## config.mk

```make
export PLATFORM = sky130hd
export DESIGN_NAME = instr_sequencer_flat
export DESIGN_NICKNAME = d
export VERILOG_FILES = /design/src/rtl/instr_sequencer_if.sv /design/src/rtl/instr_sequencer.sv /design/src/flat_wrapper.sv
export SDC_FILE = /design/constraint.sdc
export NUM_CORES = 1
export LEC_CHECK = 0
export CAP_MARGIN = 20
export CORE_MARGIN = 2
export CORE_UTILIZATION = 44
export DETAILED_ROUTE_END_ITERATION = 6
export PLACE_DENSITY_LB_ADDON = 0.1
export SKIP_CTS_REPAIR_TIMING = 1
export SYNTH_ARGS = -nofsm -noshare
export SYNTH_HDL_FRONTEND = slang
export SYNTH_SLANG_ARGS = --single-unit
```

## constraint.sdc

```tcl
create_clock -name clk -period 2.7 [get_ports clk]
set_input_delay 0.81 -clock clk [delete_from_list [all_inputs] [get_ports clk]]
set_output_delay 0.81 -clock clk [all_outputs]
set_load 0.05 [all_outputs]
```

## src/rtl/instr_sequencer_if.sv

```systemverilog
`default_nettype none
// ============================================================================
// Module   : instr_sequencer_if
// Brief    : Instruction-memory bus and execution-unit start/done/field bundle
// Revision : 1.0
// ============================================================================

interface instr_sequencer_if #(
    parameter int PC_W = 8
);
    logic [PC_W-1:0] mem_addr;
    logic            mem_rd;
    logic            mem_ack;
    logic [15:0]     mem_data;
    logic [15:0]     start;
    logic [15:0]     done;
    logic [5:0]      ri_out;
    logic [5:0]      arg_out;

    modport master (
        output mem_addr,
        output mem_rd,
        input  mem_ack,
        input  mem_data,
        output start,
        input  done,
        output ri_out,
        output arg_out
    );

    modport slave (
        input  mem_addr,
        input  mem_rd,
        output mem_ack,
        output mem_data,
        input  start,
        output done,
        input  ri_out,
        input  arg_out
    );
endinterface

`default_nettype wire

```

## src/rtl/instr_sequencer.sv

```systemverilog
`default_nettype none
// ============================================================================
// Module   : instr_sequencer
// Brief    : Fetch/decode/dispatch sequencer; owns the PC, pulses one unit start
//            per instruction and waits for that unit's done (with timeout).
// Revision : 1.0
// ============================================================================

module instr_sequencer #(
    parameter int          PC_W      = 8,
    parameter logic [15:0] UNIT_MASK = 16'h008E,
    parameter int          TIMEOUT   = 15
) (
    input  wire              clk,
    input  wire              reset,
    input  wire              run,
    input  wire              stop,
    instr_sequencer_if.master bus,
    output logic             busy,
    output logic             halted,
    output logic             fault,
    output logic [1:0]       fault_code
);

    localparam logic [2:0] c_st_idle   = 3'd0;
    localparam logic [2:0] c_st_fetch  = 3'd1;
    localparam logic [2:0] c_st_decode = 3'd2;
    localparam logic [2:0] c_st_exec   = 3'd3;
    localparam logic [2:0] c_st_wait   = 3'd4;
    localparam logic [2:0] c_st_halted = 3'd5;
    localparam logic [2:0] c_st_fault  = 3'd6;

    localparam logic [3:0] c_op_nop  = 4'h0;
    localparam logic [3:0] c_op_halt = 4'hF;

    localparam logic [1:0] c_fc_none    = 2'd0;
    localparam logic [1:0] c_fc_illegal = 2'd1;
    localparam logic [1:0] c_fc_timeout = 2'd2;

    // Last WAIT cycle index before a missing done becomes a fault.
    localparam logic [7:0] c_tmo_last = 8'(TIMEOUT - 1);

    logic [2:0]      r_state;
    logic [2:0]      w_state_nxt;
    logic [PC_W-1:0] r_pc;
    logic [15:0]     r_ir;
    logic [7:0]      r_tcnt;
    logic [1:0]      r_fault_code;

    logic [3:0]      w_op;
    logic [15:0]     w_op_onehot;
    logic            w_unit_done;
    logic            w_has_unit;
    logic            w_tmo_hit;

    assign w_op        = r_ir[15:12];
    assign w_op_onehot = 16'h0001 << w_op;
    assign w_unit_done = bus.done[w_op];
    assign w_has_unit  = UNIT_MASK[w_op];
    assign w_tmo_hit   = (r_tcnt == c_tmo_last);

    always_comb begin
        w_state_nxt = r_state;
        case (r_state)
            c_st_idle: begin
                if (run) begin
                    w_state_nxt = c_st_fetch;
                end
            end
            c_st_fetch: begin
                if (bus.mem_ack) begin
                    w_state_nxt = c_st_decode;
                end
            end
            c_st_decode: begin
                if (w_op == c_op_nop) begin
                    w_state_nxt = stop ? c_st_idle : c_st_fetch;
                end else if (w_op == c_op_halt) begin
                    w_state_nxt = c_st_halted;
                end else if (w_has_unit) begin
                    w_state_nxt = c_st_exec;
                end else begin
                    w_state_nxt = c_st_fault;
                end
            end
            c_st_exec: begin
                w_state_nxt = c_st_wait;
            end
            c_st_wait: begin
                // A done arriving on the final allowed cycle beats the timeout.
                if (w_unit_done) begin
                    w_state_nxt = stop ? c_st_idle : c_st_fetch;
                end else if (w_tmo_hit) begin
                    w_state_nxt = c_st_fault;
                end
            end
            c_st_halted: begin
                w_state_nxt = c_st_halted;
            end
            c_st_fault: begin
                w_state_nxt = c_st_fault;
            end
            default: begin
                w_state_nxt = c_st_idle;
            end
        endcase
    end

    always_ff @(posedge clk) begin
        if (!reset) begin
            r_state      <= c_st_idle;
            r_pc         <= '0;
            r_ir         <= '0;
            r_tcnt       <= '0;
            r_fault_code <= c_fc_none;
        end else begin
            r_state <= w_state_nxt;

            if ((r_state == c_st_fetch) && bus.mem_ack) begin
                r_ir <= bus.mem_data;
                r_pc <= r_pc + 1'b1;
            end

            if (r_state == c_st_exec) begin
                r_tcnt <= '0;
            end else if ((r_state == c_st_wait) && !w_unit_done) begin
                r_tcnt <= r_tcnt + 1'b1;
            end

            if ((r_state == c_st_decode) && (w_state_nxt == c_st_fault)) begin
                r_fault_code <= c_fc_illegal;
            end else if ((r_state == c_st_wait) && (w_state_nxt == c_st_fault)) begin
                r_fault_code <= c_fc_timeout;
            end
        end
    end

    // Control outputs decode the registered state only, so they cannot glitch.
    assign bus.mem_addr = r_pc;
    assign bus.mem_rd   = (r_state == c_st_fetch);
    assign bus.start    = (r_state == c_st_exec) ? w_op_onehot : 16'h0000;
    assign bus.ri_out   = r_ir[11:6];
    assign bus.arg_out  = r_ir[5:0];

    assign busy       = (r_state == c_st_fetch) || (r_state == c_st_decode) ||
                        (r_state == c_st_exec)  || (r_state == c_st_wait);
    assign halted     = (r_state == c_st_halted);
    assign fault      = (r_state == c_st_fault);
    assign fault_code = r_fault_code;

endmodule

`default_nettype wire

```

## src/flat_wrapper.sv

```systemverilog
// flat-port wrapper written by rule: the top's interface ports become plain ports
module instr_sequencer_flat 
#(
    parameter int          PC_W      = 8,
    parameter logic [15:0] UNIT_MASK = 16'h008E,
    parameter int          TIMEOUT   = 15
)
  (clk, reset, run, stop, busy, halted, fault, fault_code, bus_mem_addr, bus_mem_rd, bus_mem_ack, bus_mem_data, bus_start, bus_done, bus_ri_out, bus_arg_out);
  instr_sequencer_if #(.PC_W(PC_W)) bus_i ();
  input  wire clk;
  input  wire reset;
  input  wire run;
  input  wire stop;
  output logic busy;
  output logic halted;
  output logic fault;
  output logic [1:0] fault_code;
  output wire logic [$bits(bus_i.mem_addr)-1:0] bus_mem_addr;
  output wire logic [$bits(bus_i.mem_rd)-1:0] bus_mem_rd;
  input wire logic [$bits(bus_i.mem_ack)-1:0] bus_mem_ack;
  input wire logic [$bits(bus_i.mem_data)-1:0] bus_mem_data;
  output wire logic [$bits(bus_i.start)-1:0] bus_start;
  input wire logic [$bits(bus_i.done)-1:0] bus_done;
  output wire logic [$bits(bus_i.ri_out)-1:0] bus_ri_out;
  output wire logic [$bits(bus_i.arg_out)-1:0] bus_arg_out;
  assign bus_mem_addr = bus_i.mem_addr;
  assign bus_mem_rd = bus_i.mem_rd;
  assign bus_i.mem_ack = bus_mem_ack;
  assign bus_i.mem_data = bus_mem_data;
  assign bus_start = bus_i.start;
  assign bus_i.done = bus_done;
  assign bus_ri_out = bus_i.ri_out;
  assign bus_arg_out = bus_i.arg_out;
  instr_sequencer #(.PC_W(PC_W), .UNIT_MASK(UNIT_MASK), .TIMEOUT(TIMEOUT)) u_core (.clk(clk), .reset(reset), .run(run), .stop(stop), .bus(bus_i), .busy(busy), .halted(halted), .fault(fault), .fault_code(fault_code));
endmodule
```

==> metrics.md, run 1 <==
| Metric | Value |
|---|---|
| RD Place Congestion | `0.790` |
| Largest net degree at the start of global routing | `21` |
| HP Class | `reg2reg` |
| Failing checks | `negative setup slack` |
| Post-synth ARST share | `0%` |
| Most instantiated cells after synthesis | `nand2_1 (43), dfxtp_1 (38), nor2_1 (25), a21boi_0 (18), xnor2_1 (14)` |
| Status | `finished, violations left` |
| Via Count | `1,911` |
| Tcrit/Tclk final | `101%` |
| Post-synth top area cell | `dfxtp_1` |
| Congestion Overflow GR | `0` |
| Least-Margin Pin Slew | `0.547 ns` |
| Post-Syn Instances | `252` |
| CTS root buf | `clkbuf_8` |
| Area of placed instances | `0.00311 mm2` |
| Leading post-synthesis cells by cell area | `dfxtp_1 (36%), nand2_1 (7.6%), a21boi_0 (6.3%)` |
| Core area | `0.00469 mm2` |
| Final setup viols | `1` |
| Register bit total from synthesis | `38` |
| First-pass GRT wire length | `8030 um` |
| Count leader, synth | `nand2_1` |
| Die Width | `73.6 um` |
| Post-layout min period | `2.72 ns` |
| Post-detail-place hpwl | `3840 um` |
| Post-synth top area share | `35.7%` |
| Req. time, crit path | `2.89 ns` |
| Mean post-synth cell area | `8.45 um2` |
| WHS | `0.462 ns` |
| Overall Global Routing Usage | `19.1%` |
| Ports | `79` |
| Clock Tree Buf Depth | `2` |
| Max-slew violations | `0` |
| Initial antenna violation count | `0` |
| CP max stage cell | `mux4_2` |
| Largest stage delay, worst path | `0.64 ns` |
| Seq/Total Area, Yosys | `35.7%` |
| Critical Path, Cell by Cell | `clkdlybuf4s50_1 > mux4_1 > mux4_2 > nor4_2 > xnor2_1 > nor2_1` |
| Residual DRC | `0` |
| Cell leakage power | `1.16 nW` |
| Met2 wire len | `2410 um` |
| Detail Route Antenna Nets | `0` |
| Final core occ | `68.9%` |
| Yosys synthesis warning count | `0` |
| Capturing element type of the critical path | `flop` |
| WP buf/inv | `1` |
| Max layer used | `met4` |
| Netlist Area Pre-Place | `0.00213 mm2` |
| Rows | `25` |
| DR WL met3 | `294 um` |
| Reg clk slew, reported paths | `0.07 ns` |
| Port Buffers | `78` |
| Vias per cell | `5.14` |
| Netlist cell types | `44` |
| Pwr/cell area | `405 mW/mm2` |
| DRT met1 WL | `2170 um` |
| Worst setup margin | `-0.0155 ns` |
| Post-synthesis net count | `292` |
| Drt initial violations | `109` |
| H-tree depth | `2` |
| Post-synth EDFFs | `0` |
| Worst Clk Skew | `0.00445 ns` |
| Sink Count | `38` |
| Synth Flop Type | `dfxtp_1` |
| CP Data Arrival Time | `2.90 ns` |
| Total CTS buffers | `5` |
| Final-report hold violation count | `0` |
| Unrepaired setup endpoints after global routing | `yes` |
| Diode count | `0` |
| Skew-Pair Late Insertion Delay | `0.29 ns` |
| Final #Nets | `358` |
| Max_cap viols | `0` |
| Worst slew margin | `63.5%` |
| Die height | `73.6 um` |
| Setup crit start kind | `primary input` |
| Post-Route WL | `4950 um` |
| Final non-filler cell area | `0.00323 mm2` |
| Die Area | `0.00541 mm2` |
| Layout cells sized above 1 | `17.3%` |
| Synth-to-layout area growth | `51.8%` |
| WL/cell | `13.3 um` |
| Initial DRT Pass Iterations | `4` |
| Critical path's top delay family | `multiplexers` |
| Fmax | `0.368 GHz` |
| Starting Density | `45.4%` |
| Max VDD drop | `0.000350 V` |
| CTS tree | `yes` |
| Kind of critical path | `in2reg` |
| Crit path max fanout | `10` |
| Vias in the first global route | `1,772` |
## kinds of logic (layout without fill, tap and decap cells)
family	after synthesis	after routing	synth area share, %
flip-flops	38	38	35.7
AND/OR/NAND/NOR	122	122	29.7
adder cells (fa/ha/maj)	4	4	2.23
AO/OA/AOI/OAI	31	31	10.6
multiplexers	6	6	6.35
buffers and inverters	36	102	9.17
XOR/XNOR	15	15	6.17
## layer usage
| metal | global-route usage, % | up-vias |
|---|---|---|
| li1 | - | 974 |
| met4 | 6.67 | 0 |
| met3 | 5.35 | 8 |
| met2 | 30.4 | 54 |
| met1 | 24.7 | 875 |
| met5 | 0 | - |
## stage by stage
step	setup TNS [ns]	total power, W	instances	setup slack [ns]
floorplan	-1.02	0.000747	252	-0.302
global placement	-2.50	0.000833	365	-0.274
detailed placement	-3.01	0.000836	365	-0.325
CTS	-0.253	0.00132	372	-0.0841
global route	-0.376	0.00137	372	-0.0711
finish	-0.0155	0.00131	372	-0.0155
## layout by cell type, fill, tap and decap left out, types with 2 or more instances in the layout
master / n
a21boi_0: 17
a21oi_1: 2
and2_1: 8
and3_1: 2
buf_12: 17
buf_4: 13
clkbuf_8: 6
clkdlybuf4s50_1: 59
dfxtp_1: 37
ha_1: 3
inv_1: 6
mux4_1: 3
mux4_2: 2
nand2_1: 43
nand2b_1: 3
nand3_1: 8
nand3b_1: 2
nand4_1: 4
nor2_1: 25
nor3_1: 5
nor3_2: 4
nor3b_1: 3
nor4_2: 4
nor4b_2: 2
o211ai_1: 2
o21ai_0: 3
xnor2_1: 14
## final timing paths
kind / from / end / slack [ns] / depth (start not counted)
worst max-delay path: bus_done[10] / u_core.r_tcnt[7] / -0.02 / 6
worst max register to register: u_core.r_ir[13] / u_core.r_tcnt[7] / 0.24 / 5
worst min-delay path: u_core.r_ir[9] / u_core.r_ir[9] / 0.46 / 2
worst min register to register: u_core.r_ir[9] / u_core.r_ir[9] / 0.46 / 2
## power breakdown
group	internal, W	switching, W
Combinational	0.000115	0.000117
Clock	0.000295	0.000190
Sequential	0.000576	0.0000159
Total	0.000986	0.000323
## layout make-up
cell class	count	area, um2
Fill cell	376	1460
Inverter	6	22.5
Multi-Input combinational cell	178	1240
Clock inverter	1	30.0
Tap cell	54	67.6
Timing Repair Buffer	89	1030
Sequential cell	38	762
Clock buffer	6	82.6
## state kept, by name, indices dropped and copies added (netlist names)
name / cells
u_core.bus.mem_addr: 8
u_core.fault_code: 2
u_core.r_ir: 16
u_core.r_state: 3
u_core.r_tcnt: 8
u_core.w_has_unit: 1
## worst register-to-register path, stage by stage, from the launching register on
cell and delay [ns]:
dfxtp_1 0.57, mux4_1 0.61, mux4_2 0.64, nor4_2 0.35, xnor2_1 0.15, nor2_1 0.05
No activity file was read; power rests on OpenSTA's default activity.
==> run 2: changes to the inputs <==
--- a/config.mk
+++ b/config.mk
@@ -10,6 +10,7 @@
 export CORE_UTILIZATION = 44
 export DETAILED_ROUTE_END_ITERATION = 6
 export PLACE_DENSITY_LB_ADDON = 0.1
+export SETUP_SLACK_MARGIN = 0.5
 export SKIP_CTS_REPAIR_TIMING = 1
 export SYNTH_ARGS = -nofsm -noshare
 export SYNTH_HDL_FRONTEND = slang
==> run 2 against run 1 <==
The flow now finishes without violations. Power about the same. Die area is the same. First-iteration DRC count down 14%. Clock-buffer cell count grew 1. Flip-flop and latch count unchanged. Critical path type is now reg2out. Largest cell class unchanged.
==> metrics.md, run 2 (synthesized netlist as in run 1, its figures left out) <==
| Metric | Value |
|---|---|
| Status | `completed` |
| Port Buffers | `78 (unchanged)` |
| Max-slew violations | `0 (unchanged)` |
| Post-Route WL | `6120 um (+24%)` |
| Most common cell after layout, fill and taps aside | `nand2_1` |
| WHS | `0.461 ns (-0.000900 ns)` |
| Critical path's top delay family | `simple AND/OR/NAND/NOR gates` |
| Sink Count | `38 (unchanged)` |
| Final non-filler cell area | `0.00372 mm2 (+15%)` |
| Ports | `79 (unchanged)` |
| Fillers | `299 (-20%)` |
| First-pass GRT wire length | `8960 um (+12%)` |
| FF-to-FF End | `u_core.r_tcnt[4]` |
| Post-layout min period | `2.50 ns (-0.213 ns)` |
| Pwr/cell area | `352 mW/mm2 (-13%)` |
| Register name with the most flops | `u_core.r_ir` |
| WL/cell | `15.4 um (+16%)` |
| Drt initial violations | `94 (-14%)` |
| Vias in the first global route | `1,960 (+11%)` |
| Max_cap viols | `0 (unchanged)` |
| CTS tree | `yes` |
| CP Data Arrival Time | `1.69 ns (-1.21 ns)` |
| Initial antenna violation count | `0 (unchanged)` |
| Least-Margin Pin Slew | `0.788 ns (+0.241 ns)` |
| HP Class | `reg2reg` |
| Starting Density | `45.4% (unchanged)` |
| Diode count | `0 (unchanged)` |
| Worst setup margin | `0.197 ns (+0.213 ns)` |
| Reg clk slew, reported paths | `0.08 ns (about the same)` |
| Worst Clk Skew | `0.00805 ns (+0.00361 ns)` |
| Fmax | `0.400 GHz (+8.5%)` |
| Die Area | `0.00541 mm2 (unchanged)` |
| Layout cells sized above 1 | `38.4% (+21 points)` |
| Final core occ | `79.3% (+10 points)` |
| Largest net degree at the start of global routing | `14 (-33%)` |
| RD Place Congestion | `0.759 (-4.0%)` |
| Unrepaired setup endpoints after global routing | `yes` |
| Critical R2R Launch | `u_core.r_ir[13]` |
| Rows | `25 (unchanged)` |
| Critical hold path startpoint | `u_core.r_ir[5]` |
| Capturing element type of the critical path | `primary output` |
| Total CTS buffers | `5 (unchanged)` |
| Critical Path Source | `u_core.r_state[0]` |
| Core area | `0.00469 mm2 (unchanged)` |
| Most common cell on crit path | `buf_12` |
| Final #Nets | `383 (+7.0%)` |
| Max VDD drop | `0.000441 V (+26%)` |
| Cell leakage power | `1.81 nW (+56%)` |
| Final setup viols | `0 (-1)` |
| Area of placed instances | `0.00330 mm2 (+6.1%)` |
| Die Width | `73.6 um (unchanged)` |
| Req. time, crit path | `1.89 ns (-1.00 ns)` |
| Kind of critical path | `reg2out` |
| Commonest cells after routing, fill and taps aside | `nand2_1 (40), dfxtp_1 (32), buf_4 (26)` |
| Critical Path, Cell by Cell | `nand2_4 > or3_4 > buf_12 > nor4b_4 > buf_12` |
| H-tree depth | `2 (unchanged)` |
| Setup crit start kind | `flop` |
| Worst slew margin | `47.4% (-16 points)` |
| Initial DRT Pass Iterations | `4 (unchanged)` |
| Tcrit/Tclk final | `92.7% (-7.9 points)` |
| Overall Global Routing Usage | `21.3% (+2.3 points)` |
| Largest stage delay, worst path | `0.40 ns (-0.24 ns)` |
| CP max stage cell | `dfxtp_4` |
| Congestion Overflow GR | `0 (unchanged)` |
| Number of stages on the worst hold path | `2 (unchanged)` |
| Die height | `73.6 um (unchanged)` |
| Post-detail-place hpwl | `4000 um (+4.2%)` |
| Residual DRC | `0 (unchanged)` |
| Skew-Pair Late Insertion Delay | `0.29 ns (about the same)` |
| CTS root buf | `clkbuf_8` |
| Hold endpoint | `u_core.r_ir[5]` |
| Reg2Reg Depth | `8 (+3)` |
| Number of flip-flops in the largest register | `16 (unchanged)` |
| Final-report hold violation count | `0 (unchanged)` |
| Place WS | `-0.270 ns (+0.0553 ns)` |
| WP buf/inv | `2 (+1)` |
| Vias per cell | `5.26 (+2.4%)` |
| Reg-to-reg slack, setup | `0.33 ns (+0.09 ns)` |
| Synth-to-layout area growth | `74.7%` |
| Crit path max fanout | `8 (-2)` |
| Detail Route Antenna Nets | `0 (unchanged)` |
| Clock Tree Buf Depth | `2 (unchanged)` |
| Via Count | `2,094 (+9.6%)` |
-- run 2: changes by cell type in the layout (fill, tap and decap cells not counted), sizes merged --
cell,before,now
clkinv,0,1
clkbuf,6,23
buf,30,56
bufinv,1,0
dlymetal6s2s,0,23
clkdlybuf4s50,59,19
-- run 2: final cells by class --
| cell class | count | area (um2) | area share, % |
|---|---|---|---|
| Tap cell | 54 | 67.6 | 1.82 |
| Clock buffer | 7 | 86.3 | 2.32 |
| Timing Repair Buffer | 114 | 1270 | 34.3 |
| Inverter | 6 | 22.5 | 0.606 |
| Clock inverter | 1 | 5.00 | 0.135 |
| Sequential cell | 38 | 781 | 21.0 |
| Multi-Input combinational cell | 178 | 1480 | 39.9 |
-- run 2: power by group --
part           total (W)  switching (W)  internal (W)
Sequential      0.000590      0.0000166      0.000573
Clock           0.000409       0.000203      0.000206
Combinational   0.000310       0.000154      0.000156
Total            0.00131       0.000373      0.000935
-- run 2: tightest hold or removal path, stage by stage (launching register included) --
cell      delay, ns
dfxtp_1        0.31
nand2_1        0.04
a21boi_0       0.07
-- run 2: how the worst max path moves through the flow --
| stage | cells after the start | slack (ns) | end |
|---|---|---|---|
| final | 5 | 0.20 | bus_start[1] |
| after CTS | 5 | -0.06 | bus_start[1] |
| after global placement | 7 | -0.22 | u_core.fault_code[1] |
| after global routing | 6 | 0.14 | bus_start[9] |
| after floorplan | 4 | 0.22 | bus_start[1] |
| after detailed placement | 7 | -0.27 | u_core.fault_code[1] |
-- run 2: routing by layer --
| metal | up-vias | track usage (%) | part of all wire [%] |
|---|---|---|---|
| met5 | - | 0 | 0 |
| met4 | 0 | 6.06 | 1.4 |
| met3 | 7 | 6.72 | 5.6 |
| met2 | 69 | 36.9 | 52 |
| met1 | 994 | 25.3 | 41 |
| li1 | 1024 | - | - |
-- run 2: through the flow --
step / cells / power (W) / TNS, ns
CTS: 377 / 0.00127 / -0.0756
finish: 398 / 0.00131 / 0
global placement: 369 / 0.000860 / -1.54
global route: 398 / 0.00137 / 0
floorplan: 252 / 0.000770 / 0
detailed placement: 369 / 0.000864 / -1.94
==> run 3: changes to the inputs <==
--- a/config.mk
+++ b/config.mk
@@ -7,8 +7,9 @@
 export LEC_CHECK = 0
 export CAP_MARGIN = 20
 export CORE_MARGIN = 2
-export CORE_UTILIZATION = 44
+export CORE_UTILIZATION = 59
 export DETAILED_ROUTE_END_ITERATION = 6
+export DONT_BUFFER_PORTS = 1
 export PLACE_DENSITY_LB_ADDON = 0.1
 export SETUP_SLACK_MARGIN = 0.5
 export SKIP_CTS_REPAIR_TIMING = 1
==> run 3 against run 2 <==
The run now ends with design-rule violations left. First-iteration DRC count grew 140%. Critical path depth unchanged. Worst hold slack gained 0.10 ns. Core utilization increased by 11 points. Clock-buffer cell count down 1. Clock skew is 0.0025 ns higher. Power decreased by 5.1%. Critical path type unchanged.
==> metrics.md, run 3 (synthesized netlist as in run 1, its figures left out) <==
| Metric | Value |
|---|---|
| Largest stage delay, worst path | `0.39 ns (about the same)` |
| Register name with the most flops | `u_core.r_ir` |
| Critical Path, Cell by Cell | `nand2_4 > or3_4 > buf_12 > nor4b_4 > buf_12` |
| FF-to-FF End | `u_core.w_has_unit` |
| Layout cells sized above 1 | `40.4% (+2.0 points)` |
| Congestion Overflow GR | `0 (unchanged)` |
| Req. time, crit path | `1.89 ns (about the same)` |
| Reg-to-reg slack, setup | `0.31 ns (-0.02 ns)` |
| Port Buffers | `0 (-100%)` |
| Reg clk slew, reported paths | `0.12 ns (+0.04 ns)` |
| Kind of critical path | `reg2out` |
| Pwr/cell area | `404 mW/mm2 (+15%)` |
| H-tree depth | `2 (unchanged)` |
| Post-Route WL | `7670 um (+25%)` |
| Rows | `21 (-16%)` |
| Post-layout min period | `2.60 ns (+0.0927 ns)` |
| Reg2Reg Depth | `8 (unchanged)` |
| Vias per cell | `6.55 (+25%)` |
| Cell leakage power | `1.15 nW (-37%)` |
| CTS tree | `yes` |
| Fillers | `124 (-59%)` |
| Worst slew margin | `23.5% (-24 points)` |
| Detail Route Antenna Nets | `0 (unchanged)` |
| Drt initial violations | `224 (+140%)` |
| CP max stage cell | `dfxtp_2` |
| Number of stages on the worst hold path | `2 (unchanged)` |
| Status | `finished, violations left` |
| Met2 GRT Util | `39.2% (+2.3 points)` |
| WHS | `0.561 ns (+0.0998 ns)` |
| Total CTS buffers | `5 (unchanged)` |
| Failing checks | `design-rule violations` |
| CTS root buf | `clkbuf_4` |
| Max_cap viols | `0 (unchanged)` |
| Number of flip-flops in the largest register | `16 (unchanged)` |
| Least-Margin Pin Slew | `1.14 ns (+0.348 ns)` |
| RD Place Congestion | `0.825 (+8.8%)` |
| Area of the multi-input gates | `0.00152 mm2 (+2.8%)` |
| WL/cell | `23.4 um (+52%)` |
| WP buf/inv | `2 (unchanged)` |
| Skew-Pair Late Insertion Delay | `0.35 ns (+0.06 ns)` |
| Ports | `79 (unchanged)` |
| Final-report hold violation count | `0 (unchanged)` |
| Critical path's top delay family | `simple AND/OR/NAND/NOR gates` |
| Post-detail-place hpwl | `3520 um (-12%)` |
| Critical R2R Launch | `u_core.r_state[2]` |
| Unrepaired setup endpoints after global routing | `yes` |
| Starting Density | `62.8% (+17 points)` |
| HP Class | `reg2reg` |
| Capturing element type of the critical path | `primary output` |
| Die height | `64.1 um (-13%)` |
| Crit path max fanout | `8 (unchanged)` |
| Max VDD drop | `0.000497 V (+13%)` |
| Final #Nets | `320 (-16%)` |
| Critical hold path startpoint | `u_core.r_tcnt[7]` |
| Die Width | `64.1 um (-13%)` |
| Setup crit start kind | `flop` |
| Synth-to-layout area growth | `44.5%` |
| First-pass GRT wire length | `7810 um (-13%)` |
| Die Area | `0.00410 mm2 (-24%)` |
| Most common cell after layout, fill and taps aside | `nand2_1` |
| Tcrit/Tclk final | `96.1% (+3.4 points)` |
| Core area | `0.00339 mm2 (-28%)` |
| Total area of sequential cells | `776 um2 (-0.64%)` |
| Place WS | `0.0678 ns (+0.338 ns)` |
| Clock Tree Buf Depth | `2 (unchanged)` |
| Via Count | `2,142 (+2.3%)` |
| Largest net degree at the start of global routing | `29 (+15)` |
| Gr busiest metal | `met2` |
| Max-slew violations | `0 (unchanged)` |
| Initial DRT Pass Iterations | `7 (+3)` |
| CP Data Arrival Time | `1.79 ns (+0.10 ns)` |
| Most common cell on crit path | `buf_12` |
| Hold endpoint | `u_core.r_tcnt[7]` |
| Worst setup margin | `0.105 ns (-0.0927 ns)` |
| Fmax | `0.385 GHz (-3.6%)` |
| Overall Global Routing Usage | `24.8% (+3.4 points)` |
| Residual DRC | `2 (+2)` |
| Worst Clk Skew | `0.0106 ns (+0.00250 ns)` |
| Initial antenna violation count | `1 (+1)` |
| Met3 Use GR | `8.45% (+1.7 points)` |
| Sink Count | `38 (unchanged)` |
| Vias in the first global route | `1,701 (-13%)` |
| Final setup viols | `0 (unchanged)` |
| Commonest cells after routing, fill and taps aside | `nand2_1 (41), dfxtp_1 (32), buf_4 (21)` |
| Met1 usage | `30.4% (+5.2 points)` |
[run 3: changes by cell type in the layout (fill, tap and decap cells not counted), moves of 9 or more]
cell,change
clkbuf_2,-15
buf_12,-9
dlymetal6s2s_1,-23
clkdlybuf4s50_1,-19
[run 3: how the worst max path moves through the flow]
stage / from / cells past startpoint / slack, ns / endpoint
6_report: u_core.r_state[0] / 5 / 0.10 / bus_start[1]
5_1_grt: u_core.r_state[0] / 5 / 0.07 / bus_start[1]
4_1_cts: u_core.r_ir[12] / 3 / -0.003 / bus_start[15]
3_5_place_dp: bus_done[15] / 5 / 0.07 / u_core.fault_code[1]
3_3_place_gp: bus_done[15] / 5 / 0.11 / u_core.r_tcnt[6]
2_1_floorplan: u_core.r_ir[15] / 4 / 0.22 / bus_start[1]
[run 3: report_power, final]
part	switching (W)	internal (W)	total, W
registers	0.0000503	0.000574	0.000624
clock network	0.000187	0.000216	0.000403
logic	0.000118	0.0000958	0.000214
total	0.000356	0.000886	0.00124
[run 3: metal layers]
layer,part of all wire [%],up-vias
li1,-,905
met1,37,997
met2,48,203
met3,11,37
met4,4.3,0
met5,0,-
[run 3: per-stage QoR]
stage	cells	utilization, %	total power [W]	cell area [um2]	setup TNS [ns]
3_3_place_gp	294	73.3	0.000769	2490	0
2_1_floorplan	252	-	0.000770	2390	0
4_1_cts	301	75.7	0.00117	2570	-0.00269
6_report	327	90.7	0.00124	3080	0
5_1_grt	327	90.7	0.00128	3080	0
3_5_place_dp	294	73.3	0.000774	2490	0
[run 3: tightest hold or removal path, stage by stage, from the launching register on]
cell,delay [ns]
dfxtp_1,0.37
xnor2_1,0.08
nor2_1,0.08
[run 3: layout make-up]
type,instances,area share [%]
inverter,6,0.976
clock inverter,1,0.976
tap,46,1.87
antenna,1,0.0814
timing repair buffer,51,19.7
clock buffer,6,1.67
multi-input combinational,178,49.6
sequential,38,25.2
